==> src/rtl/counter_mod.sv <==
// counter_mod: parametrised up/down modulo counter with programmable terminal
// value, direction control, count enable, synchronous load, a wrap-event pulse
// and a sticky overflow flag.
//
// Optional build macro: COUNTER_MOD_SATURATE_EN
//   undefined : the counter wraps at its boundaries (0 <-> max_i)
//   defined   : the counter saturates at its boundaries and wrap_o stays 0
//
// Ports:
//   clk_i       clock, all state updates on the rising edge
//   rst_i       synchronous active-high reset
//   clr_i       synchronous clear (count -> RST_VAL, ovf -> 0)
//   en_i        count enable, one step per cycle
//   up_i        direction, 1 = increment, 0 = decrement
//   load_i      synchronous load of load_val_i (beats en_i)
//   load_val_i  value to load, no range check
//   max_i       terminal value, count range is 0..max_i
//   count_o     registered count
//   wrap_o      registered one-cycle pulse following a wrap event
//   ovf_o       sticky overflow, cleared by rst_i or clr_i only
module counter_mod #(
  parameter int unsigned    BW      = 8,
  parameter logic [BW-1:0]  RST_VAL = '0
) (
  input  logic          clk_i,
  input  logic          rst_i,
  input  logic          clr_i,
  input  logic          en_i,
  input  logic          up_i,
  input  logic          load_i,
  input  logic [BW-1:0] load_val_i,
  input  logic [BW-1:0] max_i,
  output logic [BW-1:0] count_o,
  output logic          wrap_o,
  output logic          ovf_o
);

  localparam logic [BW-1:0] ONE  = BW'(1);
  localparam logic [BW-1:0] ZERO = '0;

  logic [BW-1:0] count_q, count_d;
  logic          wrap_q,  wrap_d;
  logic          ovf_q,   ovf_d;

  // Next-state: clr > load > en > hold (reset handled in the register).
  always_comb begin
    count_d = count_q;
    wrap_d  = 1'b0;
    ovf_d   = ovf_q;

    if (clr_i) begin
      count_d = RST_VAL;
      ovf_d   = 1'b0;
    end else if (load_i) begin
      count_d = load_val_i;
    end else if (en_i) begin
      if (up_i) begin
        // >= also catches a count loaded above max_i.
        if (count_q >= max_i) begin
`ifdef COUNTER_MOD_SATURATE_EN
          count_d = max_i;
          ovf_d   = 1'b1;
`else
          count_d = ZERO;
          wrap_d  = 1'b1;
          ovf_d   = 1'b1;
`endif
        end else begin
          count_d = count_q + ONE;
        end
      end else begin
        if (count_q == ZERO) begin
`ifdef COUNTER_MOD_SATURATE_EN
          count_d = ZERO;
          ovf_d   = 1'b1;
`else
          count_d = max_i;
          wrap_d  = 1'b1;
          ovf_d   = 1'b1;
`endif
        end else if (count_q > max_i) begin
          // Out-of-range count re-enters the range at the top, not a wrap.
          count_d = max_i;
        end else begin
          count_d = count_q - ONE;
        end
      end
    end
  end

  // State register with synchronous reset.
  always_ff @(posedge clk_i) begin
    if (rst_i) begin
      count_q <= RST_VAL;
      wrap_q  <= 1'b0;
      ovf_q   <= 1'b0;
    end else begin
      count_q <= count_d;
      wrap_q  <= wrap_d;
      ovf_q   <= ovf_d;
    end
  end

  assign count_o = count_q;
  assign wrap_o  = wrap_q;
  assign ovf_o   = ovf_q;

endmodule
==> config.mk <==
export PLATFORM = sky130hd
export DESIGN_NAME = counter_mod
export DESIGN_NICKNAME = d
export VERILOG_FILES = /design/src/rtl/counter_mod.sv
export SDC_FILE = /design/constraint.sdc
export NUM_CORES = 1
export LEC_CHECK = 0
export CORE_MARGIN = 5
export CORE_UTILIZATION = 48
export DETAILED_ROUTE_END_ITERATION = 10
export PLACE_DENSITY_LB_ADDON = 0.15
export REMOVE_ABC_BUFFERS = 1
export SLEW_MARGIN = 25
export SYNTH_ARGS = -nofsm -noshare
export SYNTH_HDL_FRONTEND = slang
export SYNTH_SLANG_ARGS = --single-unit
==> constraint.sdc <==
create_clock -name clk_i -period 2.9 [get_ports clk_i]
set_input_delay 0.58 -clock clk_i [delete_from_list [all_inputs] [get_ports clk_i]]
set_output_delay 0.58 -clock clk_i [all_outputs]
set_load 0.02 [all_outputs]
==> metrics.txt <==
post-CTS sizing=0; worst min path class=reg -> reg; Slew HR=0.541; fin crit period=2.65 ns; die area=0.00356 mm²; Global Route Usage Sum=0.207; Final Hold Viols=0; routed wl met3=247 µm; Crit Path Category=in -> reg; multi-input combinational cell area=892 µm²; crit path DAT=2.86 ns; routed vias=1321; initial core utilization=0.492; Post-synth EDFFs=0; Pre-Repair DR Iteration Count=4; P&R area growth vs syn=33.8%; dpl hpwl=2590 µm; Peak Freq=378 MHz; Cell Area, Synth=0.00118 mm²; worst skew pair latency=0.27 ns; initial antenna violation count=0; met1 WL=1550 µm; Critical Path Start Type=input pin; first-pass GRT wire length=5600 µm; ys flop type=dfxtp_1; Crit Path Max Fanout=6; CTS Hold Bufs=0; CTS Sinks=10; power density cells=324 mW/mm²; share of post-route cells with drive strength above 1=0.109; CTS H-Tree Depth=1; DIE HEIGHT=59.7 µm; DR iter-0 viols=55; vias in the first global route=1221; sequential area share after synthesis=0.169; Mean Syn Cell Area=7.50 µm²; CTS tree=yes; # diodes=0; placed cell count=219; cts bufs inserted=3; WL/cell=15.1 µm; # rows=18; Routed Antenna Nets=0; YS warnings=0; CP endpoint kind=flop; io pins=32; Filler Cells Inserted=213; Overall Power=0.513 mW; Lkg Pwr=0.679 nW; clock root cell=clkbuf_4; fin cells=223; largest net degree at the start of global routing=23; storage element area=200 µm²; setup repair bufs after CTS=0; DR top layer=met4; Slew Limit Fails=0; RSZ-0062 raised after global routing=no; Max-Cap Viols=0; Async SR Flop Fraction=0; cell count after synthesis=158; measured slew at the worst slew-check pin=0.686 ns; endpoints failing setup=0; Netlist cell types=44; worst path required time=3.11 ns; Clock transition at path regs=0.07 ns; I/O Buffers=31; Residual DRC=0; Tcrit/Tclk final=0.913; Nets=227; core area=0.00241 mm²; met2 WL=1550 µm; Die Wd=59.7 µm; Total Wirelength=3370 µm; Worst Skew=0.00191 ns; setup_tns=0 ns; worst vdd ir=260 µV; FF-to-FF setup slack=0.42 ns; Max Buffers Root-to-Sink=2; Remaining Overflow, GRT=0; Yosys reg bits=10; routed vias/inst=5.92; placer congestion estimate=0.956; status=completed
[worst max-delay path: stages]
cell and delay (ns):
clkdlybuf4s50_1 0.50, inv_1 0.05, ha_1 0.31, nand4_1 0.14, nor2b_1 0.17, a21boi_0 0.44, nor2_2 0.15, a211oi_1 0.33
o31a_1 0.18
[layer usage]
layer,vias up,global-route usage
li1,647,-
met4,0,0.0696
met3,4,0.0302
met2,59,0.324
met1,611,0.289
met5,-,0
[where the power goes]
group	switching, mW	internal [mW]	leakage [nW]
clock	0.0540	0.0763	0.0210
sequential	0.0103	0.143	0.0815
combinational	0.118	0.111	0.576
total	0.183	0.330	0.679
[cells in the mapped netlist (3+ instances only)]
library cell   n  area [µm²]
clkbuf_1       4        15.0
a211oi_1       3        22.5
xnor2_1        5        43.8
nand3_1        9        45.0
nand2_1        8        30.0
and3_1         3        18.8
nor3_1         5        25.0
inv_1         13        48.8
o21ai_0        4        20.0
nor2_1        16        60.1
xor2_1         4        35.0
o31a_1         3        26.3
dfxtp_1       10         200
o211ai_1       5        37.5
a31oi_1        4        25.0
a21oi_1       13        65.1
ha_1          11         138
[final cells by class]
class | instances | area share
well taps | 30 | 0.0237
flip-flops and latches | 10 | 0.126
clock buffers | 4 | 0.0229
repair buffers | 39 | 0.234
inverters | 13 | 0.0308
multi-input cells | 127 | 0.563
[path summary, 6_finish.rpt]
path                end  depth (start not counted)        from
max          count_o[5]                          9    max_i[3]
min               ovf_o                          1       ovf_o
max reg2reg  count_o[5]                          8  count_o[0]
min reg2reg       ovf_o                          1       ovf_o
[metrics by stage]
| stage | hold WS [ns] | area [µm²] | util | setup WS [ns] |
|---|---|---|---|---|
| 6_report | 0.479 | 1590 | 0.658 | 0.252 |
| 5_1_grt | 0.492 | 1590 | 0.658 | 0.0985 |
| 4_1_cts | 0.480 | 1590 | 0.658 | 0.271 |
| 3_5_place_dp | 0.458 | 1550 | 0.643 | 0.00776 |
| 3_3_place_gp | 0.454 | 1550 | 0.643 | 0.00799 |
| 2_1_floorplan | 0.593 | 1140 | - | 0.613 |
[cells by family after synthesis]
family / synth area share
DFF: 0.169
AOI/OAI and AO/OA: 0.306
adders and majority gates: 0.116
and+or+nand+nor: 0.264
buffers and inverters: 0.0781
xor gates and xnor gates: 0.0665
[flip-flops by register name, summed over array words and instances (netlist names)]
signal   flops
ovf_o        1
count_o      8
wrap_o       1
[placed cells by master (no fill, tap or decap), types with 4 or more instances in the layout]
cell / synthesis / layout
nand3_1: 9 / 9
xnor2_1: 5 / 5
a31oi_1: 4 / 4
nor2_1: 16 / 16
nor3_1: 5 / 5
o21ai_0: 4 / 4
inv_1: 13 / 13
a21oi_1: 13 / 13
xor2_1: 4 / 4
dfxtp_1: 10 / 10
ha_1: 11 / 11
o211ai_1: 5 / 5
nand2_1: 8 / 8
buf_4: 1 / 8
clkdlybuf4s50_1: 0 / 31
Power figures use the tool's default switching activity.
